**src/rtl/rgmii_rx_iddr_sequencer_if.sv**
```systemverilog
// rgmii_rx_iddr_sequencer_if: received byte stream with frame-boundary and error flags.
interface rgmii_rx_iddr_sequencer_if;
   logic       src_valid;
   logic [7:0] src_data;
   logic       src_first;
   logic       src_last;
   logic       src_error;
   modport master (output src_valid, src_data, src_first, src_last, src_error);
   modport slave  (input  src_valid, src_data, src_first, src_last, src_error);
endinterface

```
**src/rtl/rgmii_rx_iddr_sequencer.sv**
```systemverilog
// rgmii_rx_iddr_sequencer: RGMII RX IDDR reset/CE sequencing, byte assembly, preamble strip, frame stats.
// Optional in-band link status decode is built when RGMII_INBAND_STATUS_EN is defined.
module rgmii_rx_iddr_sequencer #(
   parameter int IDDR_RST_CYCLES = 8,
   parameter int MIN_PREAMBLE    = 2,
   parameter int MAX_PREAMBLE    = 15,
   parameter int MAX_FRAME_LEN   = 1522,
   parameter int CNT_W           = 16
) (
   input  logic                      C,
   input  logic                      R,
   output logic                      iddr_rst,
   output logic                      iddr_ce,
   input  logic [3:0]                rxd_q1,
   input  logic [3:0]                rxd_q2,
   input  logic                      ctl_q1,
   input  logic                      ctl_q2,
   rgmii_rx_iddr_sequencer_if.master src,
   output logic [CNT_W-1:0]          frames_ok,
   output logic [CNT_W-1:0]          frames_err,
   output logic                      link_up,
   output logic [1:0]                link_speed,
   output logic                      full_duplex
);
   localparam int TW = $clog2(IDDR_RST_CYCLES + 2);
   localparam int PW = $clog2(MAX_PREAMBLE + 2);
   localparam int LW = $clog2(MAX_FRAME_LEN + 2);
   typedef enum logic [2:0] {INIT, SETTLE, IDLE, PREAMBLE, DATA, DROP} state_e;
   state_e state_q, state_d;
   logic [TW-1:0] tmr_q, tmr_d;
   logic [PW-1:0] pre_q, pre_d;
   logic [LW-1:0] len_q, len_d;
   logic [7:0] hold_q, hold_d, data_q, data_d;
   logic err_q, err_d, vld_q, vld_d, first_q, first_d, last_q, last_d, serr_q, serr_d;
   logic iddr_rst_q, iddr_rst_d, iddr_ce_q, iddr_ce_d;
   logic [CNT_W-1:0] ok_q, ok_d, bad_q, bad_d;
   logic [7:0] rx_byte;
   logic dv, er, is_pre, is_sfd, at_max, emit;
   assign rx_byte = {rxd_q2, rxd_q1};
   assign dv      = ctl_q1;
   assign er      = ctl_q1 ^ ctl_q2;
   assign is_pre  = dv && rx_byte == 8'h55;
   assign is_sfd  = dv && rx_byte == 8'hD5;
   assign at_max  = len_q == LW'(MAX_FRAME_LEN);
   // one byte is always held back so the final beat can carry src_last
   assign emit    = state_q == DATA && len_q != '0;
   always_ff @(posedge C or posedge R) begin
      if (R) begin
         state_q    <= INIT;
         tmr_q      <= '0;
         pre_q      <= '0;
         len_q      <= '0;
         hold_q     <= '0;
         err_q      <= 1'b0;
         vld_q      <= 1'b0;
         data_q     <= '0;
         first_q    <= 1'b0;
         last_q     <= 1'b0;
         serr_q     <= 1'b0;
         iddr_rst_q <= 1'b1;
         iddr_ce_q  <= 1'b0;
         ok_q       <= '0;
         bad_q      <= '0;
      end else begin
         state_q    <= state_d;
         tmr_q      <= tmr_d;
         pre_q      <= pre_d;
         len_q      <= len_d;
         hold_q     <= hold_d;
         err_q      <= err_d;
         vld_q      <= vld_d;
         data_q     <= data_d;
         first_q    <= first_d;
         last_q     <= last_d;
         serr_q     <= serr_d;
         iddr_rst_q <= iddr_rst_d;
         iddr_ce_q  <= iddr_ce_d;
         ok_q       <= ok_d;
         bad_q      <= bad_d;
      end
   end
   always_comb begin
      state_d = state_q;
      case (state_q)
         INIT:     state_d = tmr_q == TW'(IDDR_RST_CYCLES - 1) ? SETTLE : INIT;
         SETTLE:   state_d = tmr_q == TW'(1) ? IDLE : SETTLE;
         IDLE:     state_d = !dv ? IDLE : is_pre ? PREAMBLE : DROP;
         PREAMBLE: state_d = is_pre ? (pre_q == PW'(MAX_PREAMBLE) ? DROP : PREAMBLE)
                           : is_sfd ? (pre_q >= PW'(MIN_PREAMBLE) ? DATA : DROP) : IDLE;
         DATA:     state_d = !dv ? IDLE : at_max ? DROP : DATA;
         DROP:     state_d = dv ? DROP : IDLE;
         default:  state_d = INIT;
      endcase
   end
   always_comb begin
      tmr_d      = ((state_q == INIT || state_q == SETTLE) && state_d == state_q) ? tmr_q + TW'(1) : '0;
      pre_d      = state_q == PREAMBLE ? pre_q + PW'(is_pre) : PW'(1);
      len_d      = (state_q == DATA && dv) ? len_q + LW'(1) : '0;
      hold_d     = (state_q == DATA && dv) ? rx_byte : hold_q;
      err_d      = state_q == DATA && (err_q || (dv && er));
      vld_d      = emit;
      data_d     = emit ? hold_q : '0;
      first_d    = emit && len_q == LW'(1);
      last_d     = emit && (!dv || at_max);
      serr_d     = last_d && (err_q || dv);
      ok_d       = (last_d && !serr_d && !(&ok_q)) ? ok_q + CNT_W'(1) : ok_q;
      bad_d      = (serr_d && !(&bad_q)) ? bad_q + CNT_W'(1) : bad_q;
      iddr_rst_d = state_d == INIT;
      iddr_ce_d  = state_d != INIT;
   end
   assign iddr_rst      = iddr_rst_q;
   assign iddr_ce       = iddr_ce_q;
   assign src.src_valid = vld_q;
   assign src.src_data  = data_q;
   assign src.src_first = first_q;
   assign src.src_last  = last_q;
   assign src.src_error = serr_q;
   assign frames_ok     = ok_q;
   assign frames_err    = bad_q;
`ifdef RGMII_INBAND_STATUS_EN
   logic [3:0] stat_q;
   always_ff @(posedge C or posedge R) begin
      if (R) stat_q <= '0;
      else if (state_q == IDLE && !ctl_q1 && !ctl_q2) stat_q <= rxd_q1;
   end
   assign link_up     = stat_q[0];
   assign link_speed  = stat_q[2:1];
   assign full_duplex = stat_q[3];
`else
   assign link_up     = 1'b0;
   assign link_speed  = 2'b00;
   assign full_duplex = 1'b0;
`endif
endmodule

```
**src/flat_wrapper.sv**
```systemverilog
// flat-port wrapper written by rule: the top's interface ports become plain ports
module rgmii_rx_iddr_sequencer_flat 
#(
   parameter int IDDR_RST_CYCLES = 8,
   parameter int MIN_PREAMBLE    = 2,
   parameter int MAX_PREAMBLE    = 15,
   parameter int MAX_FRAME_LEN   = 1522,
   parameter int CNT_W           = 16
)
  (C, R, iddr_rst, iddr_ce, rxd_q1, rxd_q2, ctl_q1, ctl_q2, frames_ok, frames_err, link_up, link_speed, full_duplex, src_src_valid, src_src_data, src_src_first, src_src_last, src_src_error);
  rgmii_rx_iddr_sequencer_if src_i ();
  input  logic C;
  input  logic R;
  output logic iddr_rst;
  output logic iddr_ce;
  input  logic [3:0] rxd_q1;
  input  logic [3:0] rxd_q2;
  input  logic ctl_q1;
  input  logic ctl_q2;
  output logic [CNT_W-1:0] frames_ok;
  output logic [CNT_W-1:0] frames_err;
  output logic link_up;
  output logic [1:0] link_speed;
  output logic full_duplex;
  output wire logic [$bits(src_i.src_valid)-1:0] src_src_valid;
  output wire logic [$bits(src_i.src_data)-1:0] src_src_data;
  output wire logic [$bits(src_i.src_first)-1:0] src_src_first;
  output wire logic [$bits(src_i.src_last)-1:0] src_src_last;
  output wire logic [$bits(src_i.src_error)-1:0] src_src_error;
  assign src_src_valid = src_i.src_valid;
  assign src_src_data = src_i.src_data;
  assign src_src_first = src_i.src_first;
  assign src_src_last = src_i.src_last;
  assign src_src_error = src_i.src_error;
  rgmii_rx_iddr_sequencer #(.IDDR_RST_CYCLES(IDDR_RST_CYCLES), .MIN_PREAMBLE(MIN_PREAMBLE), .MAX_PREAMBLE(MAX_PREAMBLE), .MAX_FRAME_LEN(MAX_FRAME_LEN), .CNT_W(CNT_W)) u_core (.C(C), .R(R), .iddr_rst(iddr_rst), .iddr_ce(iddr_ce), .rxd_q1(rxd_q1), .rxd_q2(rxd_q2), .ctl_q1(ctl_q1), .ctl_q2(ctl_q2), .src(src_i), .frames_ok(frames_ok), .frames_err(frames_err), .link_up(link_up), .link_speed(link_speed), .full_duplex(full_duplex));
endmodule
```
**config.mk**
```make
export PLATFORM = sky130hd
export DESIGN_NAME = rgmii_rx_iddr_sequencer_flat
export DESIGN_NICKNAME = d
export VERILOG_FILES = /design/src/rtl/rgmii_rx_iddr_sequencer_if.sv /design/src/rtl/rgmii_rx_iddr_sequencer.sv /design/src/flat_wrapper.sv
export SDC_FILE = /design/constraint.sdc
export NUM_CORES = 1
export LEC_CHECK = 0
export ABC_AREA = 1
export CAP_MARGIN = 10
export CORE_MARGIN = 2
export CORE_UTILIZATION = 30
export CTS_CLUSTER_SIZE = 25
export DETAILED_ROUTE_END_ITERATION = 7
export GPL_TIMING_DRIVEN = 0
export MAX_ROUTING_LAYER = met4
export PLACE_DENSITY = 0.47
export SETUP_SLACK_MARGIN = 0.4
export SLEW_MARGIN = 25
export SYNTH_ARGS = -nofsm -noshare
export SYNTH_HDL_FRONTEND = slang
export SYNTH_SLANG_ARGS = --single-unit
```
**constraint.sdc**
```tcl
create_clock -name C -period 4.5 [get_ports C]
set_input_delay 0.9 -clock C [delete_from_list [all_inputs] [get_ports C]]
set_output_delay 0.9 -clock C [all_outputs]
set_load 0.02 [all_outputs]
```
==> results of run 1 <==
## tightest hold or removal path, cell delays in order, from the launching register on
cell                      delay [ps]
sky130_fd_sc_hd__dfrtp_1         340
sky130_fd_sc_hd__nand2_1          50
sky130_fd_sc_hd__o21ai_0          50
## cell usage after synthesis (all sizes together), types with 2 or more instances
| cell type | number | area share, % |
|---|---|---|
| a21oi | 9 | 1.4 |
| a31oi | 2 | 0.30 |
| buf | 10 | 2.1 |
| clkbuf | 3 | 0.27 |
| dfrtp | 77 | 47 |
| ha | 10 | 3.0 |
| inv | 62 | 5.7 |
| nand2 | 146 | 14 |
| nand3 | 33 | 4.1 |
| nand3b | 3 | 0.55 |
| nand4 | 7 | 1.1 |
| nor2 | 69 | 6.5 |
| nor3 | 17 | 2.3 |
| nor3b | 3 | 0.55 |
| o211ai | 2 | 0.37 |
| o21ai | 20 | 2.8 |
| or2 | 3 | 0.46 |
| xnor2 | 15 | 3.2 |
| xor2 | 15 | 3.2 |
## layout make-up
cell class / count / area [µm²] / area share [%]
Buffer: 13 / 96.3 / 1.82
Clock buffer: 10 / 229 / 4.34
Clock inverter: 6 / 110 / 2.09
Inverter: 62 / 235 / 4.45
Multi-Input combinational cell: 362 / 1840 / 34.8
Sequential cell: 78 / 1950 / 37.0
Tap cell: 176 / 220 / 4.17
Timing Repair Buffer: 58 / 598 / 11.3
## per-layer routing
metal	wire length, µm	vias to the layer above	part of all wire, %
li1	-	1745	-
met1	4450	1554	48
met2	4170	60	45
met3	401	15	4.4
met4	206	0	2.2
met5	0	-	0
## flip-flops by register name, summed over array words and instances (netlist names), 3 cells and up
signal,flops
u_core.frames_ok,16
u_core.pre_q,5
u_core.tmr_q,4
u_core.len_q,11
u_core.src.src_data,8
u_core.state_q,3
u_core.hold_q,8
u_core.frames_err,16
## power by group
group	switching [mW]	internal [mW]	total [mW]
Sequential	0.0911	0.809	0.900
Clock	0.294	0.541	0.835
Combinational	0.301	0.198	0.498
Total	0.686	1.55	2.23
## cell families (layout without fill, tap and decap cells)
kind of cell	after synthesis	in the layout
other	1	4
buffers and inverters	75	149
adder cells (fa/ha/maj)	10	10
flip-flops	78	78
XOR/XNOR	30	30
AO/OA/AOI/OAI	34	34
AND/OR/NAND/NOR	284	284
## worst max path at each step
stage / end / cells past startpoint / from
finish: u_core.pre_q[4] / 12 / rxd_q2[2]
global route: u_core.pre_q[4] / 12 / rxd_q2[2]
CTS: u_core.pre_q[4] / 12 / rxd_q2[2]
detailed placement: u_core.pre_q[4] / 12 / rxd_q2[2]
global placement: u_core.pre_q[1] / 2 / R
floorplan: u_core.err_q / 1 / R
==> insert_results.sql, run 1 <==
INSERT INTO impl_metrics (metric_group, metric, value, unit) VALUES
('run_status', 'run_status', 'finished, final reports clean', ''),
('clock_tree', 'worst_skew_pair.late_latency', '340', 'ps'),
('synth', 'synth_ff_type', 'sky130_fd_sc_hd__dfrtp_1', ''),
('job', 'cap_violations', '0', ''),
('routing', 'number_of_iterations_in_the_first_detailed_routing_pass', '6', ''),
('placed_design', 'place_hpwl', '6860', 'µm'),
('routing', 'vias_per_cell', '4.41', ''),
('global_routing', 'grt_util_all_layers', '14.3', '%'),
('finish', 'antennaDiodeCount', '0', ''),
('synth', 'synth_fa_ha_area_share', '3.05', '%'),
('clock_tree', 'cts.repair.resized', '0', ''),
('clock_tree', 'cts_hold_buffers', '0', ''),
('global_routing', 'use_met1', '17.9', '%'),
('critical_path', 'crit_path_max_fanout', '3', ''),
('clock_tree', 'maximum_number_of_buffers_from_clock_root_to_sink', '2', ''),
('critical_path', 'timing.critical_path.from_type', 'input port', ''),
('synth', 'netlist_instances', '512', ''),
('finish', 'layout.core_utilization', '39.7', '%'),
('critical_path', 'path_common_cell', 'sky130_fd_sc_hd__nand2_1', ''),
('critical_path', 'cp_top_family', 'simple AND/OR/NAND/NOR gates', ''),
('sta', 'report.final.setup_viol', '0', ''),
('routing', 'drt.antenna.violating_nets', '0', ''),
('synth', 'yosys.area_share.xor_xnor', '6.39', '%'),
('global_routing', 'grt_most_used_layer', 'met2', ''),
('die', 'die_x', '121', 'µm'),
('worst_hold_path', 'hold_start', 'u_core.hold_q[5]', ''),
('critical_path', 'worst_r2r_startpoint', 'u_core.len_q[0]', ''),
('synth', 'synth-compound-area-share', '5.05', '%'),
('placed_design', 'globalplace.congestion', '0.838', ''),
('global_routing', 'grt_max_degree', '47', ''),
('worst_hold_path', 'hold_depth', '2', ''),
('synth', 'number_of_enable_flip_flop_cells_after_synthesis', '0', ''),
('global_routing', 'antenna_violations_before_repair', '0', ''),
('critical_path', 'max_stage_delay', '530', 'ps'),
('finish', 'layoutNonFillerInstCount', '765', ''),
('global_routing', 'overflow', '0', ''),
('routing', 'average_detailed_routed_wire_length_per_instance', '12.0', 'µm'),
('sta', 'grt_setup_unrepaired', 'no', ''),
('sta', 'period_needed', '2510', 'ps'),
('die', 'dieArea', '0.0146', 'mm²'),
('power', 'leakage', '2.48', 'nW'),
('clock_tree', 'clockRootBuffer', 'sky130_fd_sc_hd__clkbuf_16', ''),
('power', 'total_power', '2.23', 'mW'),
('placed_design', 'dp_slack', '1610', 'ps'),
('clock_tree', 'h-tree-depth', '3', ''),
('sta', 'slew_headroom', '63.2', '%'),
('critical_path', 'timing.setup.critical_path_class', 'in2reg', ''),
('finish', 'final_cell_mix', 'sky130_fd_sc_hd__nand2_1, sky130_fd_sc_hd__dfrtp_1, sky130_fd_sc_hd__nor2_1', ''),
('placed_design', 'dpl_cell_area', '0.00494', 'mm²'),
('power', 'power.ir.vdd_worst', '0.226', 'mV'),
('clock_tree', 'numCtsBuffers', '9', ''),
('clock_tree', 'postCtsSetupRepairBufs', '0', ''),
('global_routing', 'grt_util_met2', '21.6', '%'),
('sta', 'hold-worst-slack', '485', 'ps'),
('finish', 'num-fill-cells', '1373', ''),
('routing', 'drc_errors', '0', ''),
('sta', 'timing.setup.tns', '0', 'ps'),
('critical_path', 'regToRegEndpoint', 'u_core.frames_ok[4]', ''),
('finish', 'post-route-cell-area', '0.00528', 'mm²'),
('synth', 'synth_seq_area_share', '47.5', '%'),
('sta', 'post-route-period-util', '55.9', '%'),
('critical_path', 'reg2reg_setup_slack', '2670', 'ps'),
('synth', 'yosys.cell_types.count', '37', ''),
('worst_hold_path', 'hold_path.class', 'reg2reg', ''),
('synth', 'post_synth_and_or_nand_nor_area_fraction', '29.9', '%'),
('sta', 'worst_clock_skew', '8.17', 'ps'),
('sta', 'final_critical_path_setup_slack', '1990', 'ps'),
('sta', 'tightestPinTransition', '546', 'ps'),
('synth', 'synth_seq_cells', '78', ''),
('critical_path', 'path_cells', 'clkdlybuf4s50_1, inv_1, nor2_1, nand2_1, nor2_1, nand2_1, inv_1, ha_1, ha_1, nand2_1, or2_2, a21oi_1', ''),
('clock_tree', 'cts_tree', 'yes', '');
Note: power is estimated with default switching activity, not from simulation.
==> run 2, diff against run 1 <==
PLACE_DENSITY = 0.49   (was 0.47)
clock period = 2.3 ns   (was 4.5 ns; I/O delays follow)
==> run 2 against run 1 <==
Against the previous run:
- die area unchanged
- critical endpoint is now frames_err[12]
- cell count increased by 0.78%
- largest power group unchanged
- power increased by 88%
- sequential power increased by 96%
- highest routed layer unchanged
- non-clock buffer count increased by 6
==> insert_results.sql, run 2 (synthesis gave the netlist of run 1 again) <==
INSERT INTO impl_metrics (metric_group, metric, value, unit) VALUES
('global_routing', 'vias_in_the_first_global_route', '3323', ''),
('sta', 'maxSlewViolCount', '0', ''),
('clock_tree', 'cts_tree', 'yes', ''),
('finish', 'num-fill-cells', '1351', ''),
('clock_tree', 'worst_skew_pair.late_latency', '340', 'ps'),
('sta', 'report.final.setup_viol', '0', ''),
('critical_path', 'worst_ep_arrival_time', '1420', 'ps'),
('power', 'leakage', '2.67', 'nW'),
('routing', 'drc_errors', '0', ''),
('placed_design', 'portBuffers', '57', ''),
('die', 'boundaryPins', '62', ''),
('power', 'total_power', '4.20', 'mW'),
('die', 'core_region_area', '0.0133', 'mm²'),
('clock_tree', 'numCtsBuffers', '9', ''),
('critical_path', 'cp_top_family', 'buffers and inverters', ''),
('global_routing', 'antenna_violations_before_repair', '0', ''),
('job', 'cap_violations', '0', ''),
('critical_path', 'timing.critical_path.from_type', 'flop', ''),
('critical_path', 'crit_slowest_cell', 'sky130_fd_sc_hd__clkdlybuf4s50_1', ''),
('routing', 'drt.antenna.violating_nets', '0', ''),
('critical_path', 'timing.setup.critical_path_class', 'reg2out', ''),
('critical_path', 'worst-endpoint-required', '1840', 'ps'),
('critical_path', 'max_stage_delay', '640', 'ps'),
('power', 'power.ir.vdd_worst', '0.367', 'mV'),
('clock_tree', 'h-tree-depth', '3', ''),
('worst_hold_path', 'hold_path.class', 'in2async', ''),
('sta', 'period_needed', '1880', 'ps'),
('critical_path', 'reg2reg_setup_slack', '560', 'ps'),
('die', 'dieArea', '0.0146', 'mm²'),
('sta', 'hold-worst-slack', '428', 'ps'),
('routing', 'number_of_iterations_in_the_first_detailed_routing_pass', '4', ''),
('sta', 'timing.fmax', '533', 'MHz'),
('finish', 'mostFrequentLayoutCell', 'sky130_fd_sc_hd__nand2_1', ''),
('finish', 'antennaDiodeCount', '0', ''),
('finish', 'synthToLayoutAreaGrowth', '31.0', '%'),
('sta', 'post-route-period-util', '81.6', '%'),
('global_routing', 'grt_first_pass_wirelength', '15900', 'µm'),
('global_routing', 'grt_max_degree', '25', ''),
('global_routing', 'grt_util_all_layers', '14.2', '%'),
('run_status', 'run_status', 'finished, final reports clean', ''),
('routing', 'vias_per_cell', '4.46', ''),
('routing', 'wl', '9360', 'µm'),
('placed_design', 'globalplace.congestion', '0.843', ''),
('sta', 'timing_hold_violations_final', '0', ''),
('sta', 'timing.setup.tns', '0', 'ps'),
('sta', 'slew_headroom', '61.5', '%'),
('die', 'row_count', '42', ''),
('clock_tree', 'maximum_number_of_buffers_from_clock_root_to_sink', '2', ''),
('routing', 'drt_first_iter_violations', '160', ''),
('sta', 'tightestPinTransition', '572', 'ps'),
('power', 'power.density_cell_area', '781', 'mW/mm²'),
('finish', 'drive_above_1_share', '12.3', '%'),
('sta', 'worst_clock_skew', '9.54', 'ps'),
('critical_path', 'critPathCaptureType', 'primary output', ''),
('critical_path', 'critical_path.n_buffers_inverters', '1', ''),
('routing', 'num_vias', '3438', ''),
('clock_tree', 'clockRootBuffer', 'sky130_fd_sc_hd__clkbuf_16', ''),
('die', 'dieHeight', '121', 'µm'),
('finish', 'final_cell_mix', 'sky130_fd_sc_hd__nand2_1, sky130_fd_sc_hd__dfrtp_1, sky130_fd_sc_hd__nor2_1', ''),
('global_routing', 'overflow', '0', ''),
('finish', 'fin_nets', '612', ''),
('sta', 'grt_setup_unrepaired', 'yes', ''),
('routing', 'average_detailed_routed_wire_length_per_instance', '12.1', 'µm'),
('critical_path', 'path_cells', 'clkdlybuf4s50_1', ''),
('die', 'die_x', '121', 'µm'),
('placed_design', 'place_hpwl', '7020', 'µm'),
('clock_tree', 'clkSinkCount', '78', ''),
('critical_path', 'crit_path_max_fanout', '5', ''),
('clock_tree', 'path_clk_slew', '60', 'ps'),
('die', 'floorplan.initialDensity', '30.9', '%');
-- run 2: cell count changes in the layout (fill, tap and decap cells not counted), moves of 3 or more --
cell                              change
sky130_fd_sc_hd__buf_4                +5
sky130_fd_sc_hd__clkdlybuf4s50_1     -24
sky130_fd_sc_hd__dlygate4sd2_1       +16
sky130_fd_sc_hd__dlymetal6s2s_1       +8
sky130_fd_sc_hd__ha_1                 -3
sky130_fd_sc_hd__nor2_1               -4
sky130_fd_sc_hd__nor2_2               +4
-- run 2: area by class of cell --
type	count	area, µm²	area share, %
Buffer	13	100	1.86
Clock buffer	12	256	4.77
Clock inverter	4	45.0	0.837
Inverter	62	236	4.39
Multi-Input combinational cell	362	1900	35.3
Sequential cell	78	1960	36.3
Tap cell	176	220	4.09
Timing Repair Buffer	64	668	12.4
-- run 2: layer usage --
layer	global-route usage (%)	wire length, µm	part of all wire (%)	vias to the layer above
met4	5.67	157	1.7	0
met5	-	0	0	-
met3	2.87	300	3.2	12
met1	17.9	4470	48	1615
met2	22.4	4430	47	48
li1	-	-	-	1763
-- run 2: timing repair --
item	CTS	global route
hold buffers	0	0
pin swaps	2	8
setup endpoints to repair	20	51
buffers inserted	0	4
resized for setup	21	24
-- run 2: path summary, 6_finish.rpt --
kind,from,to,cells past startpoint
max,u_core.frames_err[12],frames_err[12],1
min,R,u_core.frames_err[8],2
max reg2reg,u_core.len_q[3],u_core.frames_ok[4],10
min reg2reg,u_core.hold_q[7],u_core.hold_q[7],2
max in group asynchronous,R,u_core.state_q[2],4
min in group C,rxd_q2[1],u_core.hold_q[5],3
-- run 2: power breakdown --
| group | switching, mW | leakage, nW | internal, mW |
|---|---|---|---|
| clock | 0.560 | 0.152 | 0.895 |
| sequential | 0.176 | 1.01 | 1.58 |
| combinational | 0.592 | 1.51 | 0.395 |
| total | 1.33 | 2.67 | 2.87 |
-- run 2: stage by stage --
stage / cell area (µm²) / instances / utilization (%) / setup slack [ps]
after floorplan: 4120 / 515 / - / 554
after global placement: 4910 / 748 / 37.0 / -105
after detailed placement: 4980 / 751 / 37.5 / -131
after CTS: 5280 / 767 / 39.7 / 379
after global routing: 5380 / 771 / 40.5 / 381
final: 5380 / 771 / 40.5 / 423
==> edit: new RTL, settings of run 1 <==
Put one more register stage on the output `frames_err`, without a reset. The value now appears one clock later. The other outputs are not delayed to match.
--- a/src/rtl/rgmii_rx_iddr_sequencer.sv
+++ b/src/rtl/rgmii_rx_iddr_sequencer.sv
@@ -118,3 +118,5 @@
    assign frames_ok     = ok_q;
-   assign frames_err    = bad_q;
+   always_ff @(posedge C) begin
+      frames_err <= bad_q;
+   end
 `ifdef RGMII_INBAND_STATUS_EN
Function: no difference found for any inputs over 10 cycles, from zero or initial values; that may be too few to reach the edited logic, so the function may still have changed.
==> edit against run 1 <==
  * Power decreased by 3.3%
  * Final area increased by 5.2%
  * Wire length increased by 5.2%
  * First-iteration DRC count decreased by 8.5%
  * Area after synthesis increased by 7.4%
  * Sequential power increased by 12%
  * Sequential cell count increased by 16
  * Setup slack got worse by 27 ps
  * Highest routed layer unchanged
==> edit: results (changes against run 1) <==
Parameter                              Value

Outcome
  Run status ... finished clean (unchanged)

Worst hold path
  Destination of the worst hold path ... u_core.frames_err[7]$_DFF_P_ (was u_core.hold_q[5]$_DFFE_PP0P_)
  Worst hold path startpoint ... u_core.bad_q[7]$_DFFE_PP0P_ (was u_core.hold_q[5]$_DFFE_PP0P_)
  Count of cells along the worst hold path ... 0 (was 2)

STA
  Worst clock skew ... 8.75 ps (was 8.17 ps)
  Headroom to the max-slew limit ... 0.621 (was 0.632)
  Tightest hold margin ... 436 ps (was 485 ps)
  Part of the cycle the worst path needs ... 0.565 (was 0.559)

GRT
  Met1 usage in global routing ... 0.179 (about the same)
  Global Route met3 Usage ... 0.0347 (was 0.0484)
  Largest net degree at the start of global routing ... 44 (was 47)
  Via count of the first global-routing pass ... 3,452 (was 3,369)
  Total routing usage reported by global routing ... 0.137 (was 0.143)
  Wire length of the first global-routing pass ... 16,700 um (was 16,100 um)
  Met2 capacity usage during global routing ... 0.204 (was 0.216)

Finish
  Area taken by multi-input logic gates ... 1810 um2 (was 1840 um2)
  Proportion of layout cells with a drive suffix above 1 ... 0.0639 (was 0.0866)
  Clock-cell share ... 0.0552 (was 0.0642)
  Total of fill cells in the finished design ... 1,483 (was 1,373)
  Area taken by flip-flops and latches ... 2270 um2 (was 1950 um2)
  Non-clock buffer area fraction after layout ... 0.122 (was 0.132)

Synth
  Fraction of registers with async set/reset ... 0.830 (was 1.00)

Place
  DP Wirelength ... 7030 um (was 6860 um)
  Last weighted congestion value of the routability-driven placer ... 0.922 (was 0.838)

Drt
  Number of iterations in the first detailed-routing pass ... 4 (was 6)
  Total length of routed met2 wires ... 4440 um (was 4170 um)

Power
  Leakage ... 2.52 nW (was 2.48 nW)

Critical path
  Reg2Reg Setup Slack ... 2330 ps (was 2670 ps)
  Worst Setup SP ... rxd_q1[2] (was rxd_q2[2])
  Crit path largest cell delay ... 480 ps (was 530 ps)
-- edit: power groups by stage --
stage	registers (mW)	clock network (mW)	logic, mW
2_1_floorplan	1.04	0	0.208
3_5_place_dp	1.02	0	0.369
6_report	1.01	0.790	0.364
3_3_place_gp	1.02	0	0.363
5_1_grt	1.02	0.856	0.422
4_1_cts	1.01	0.819	0.372
-- edit: logic make-up after synthesis --
| group | synth area share |
|---|---|
| AOI/OAI and AO/OA | 0.0422 |
| xor gates and xnor gates | 0.0536 |
| adders and majority gates | 0.0283 |
| buffers and inverters | 0.0768 |
| DFF | 0.515 |
| other | 0.000850 |
| and+or+nand+nor | 0.283 |
-- edit: per-stage QoR --
stage | total power, mW | setup slack (ps) | std cells | instance area [um2]
2_1_floorplan | 1.25 | 1610 | 536 | 4430
3_3_place_gp | 1.38 | 123 | 777 | 5230
3_5_place_dp | 1.39 | 1560 | 778 | 5250
4_1_cts | 2.20 | 1920 | 794 | 5560
5_1_grt | 2.29 | 1550 | 794 | 5560
6_report | 2.16 | 1960 | 794 | 5560
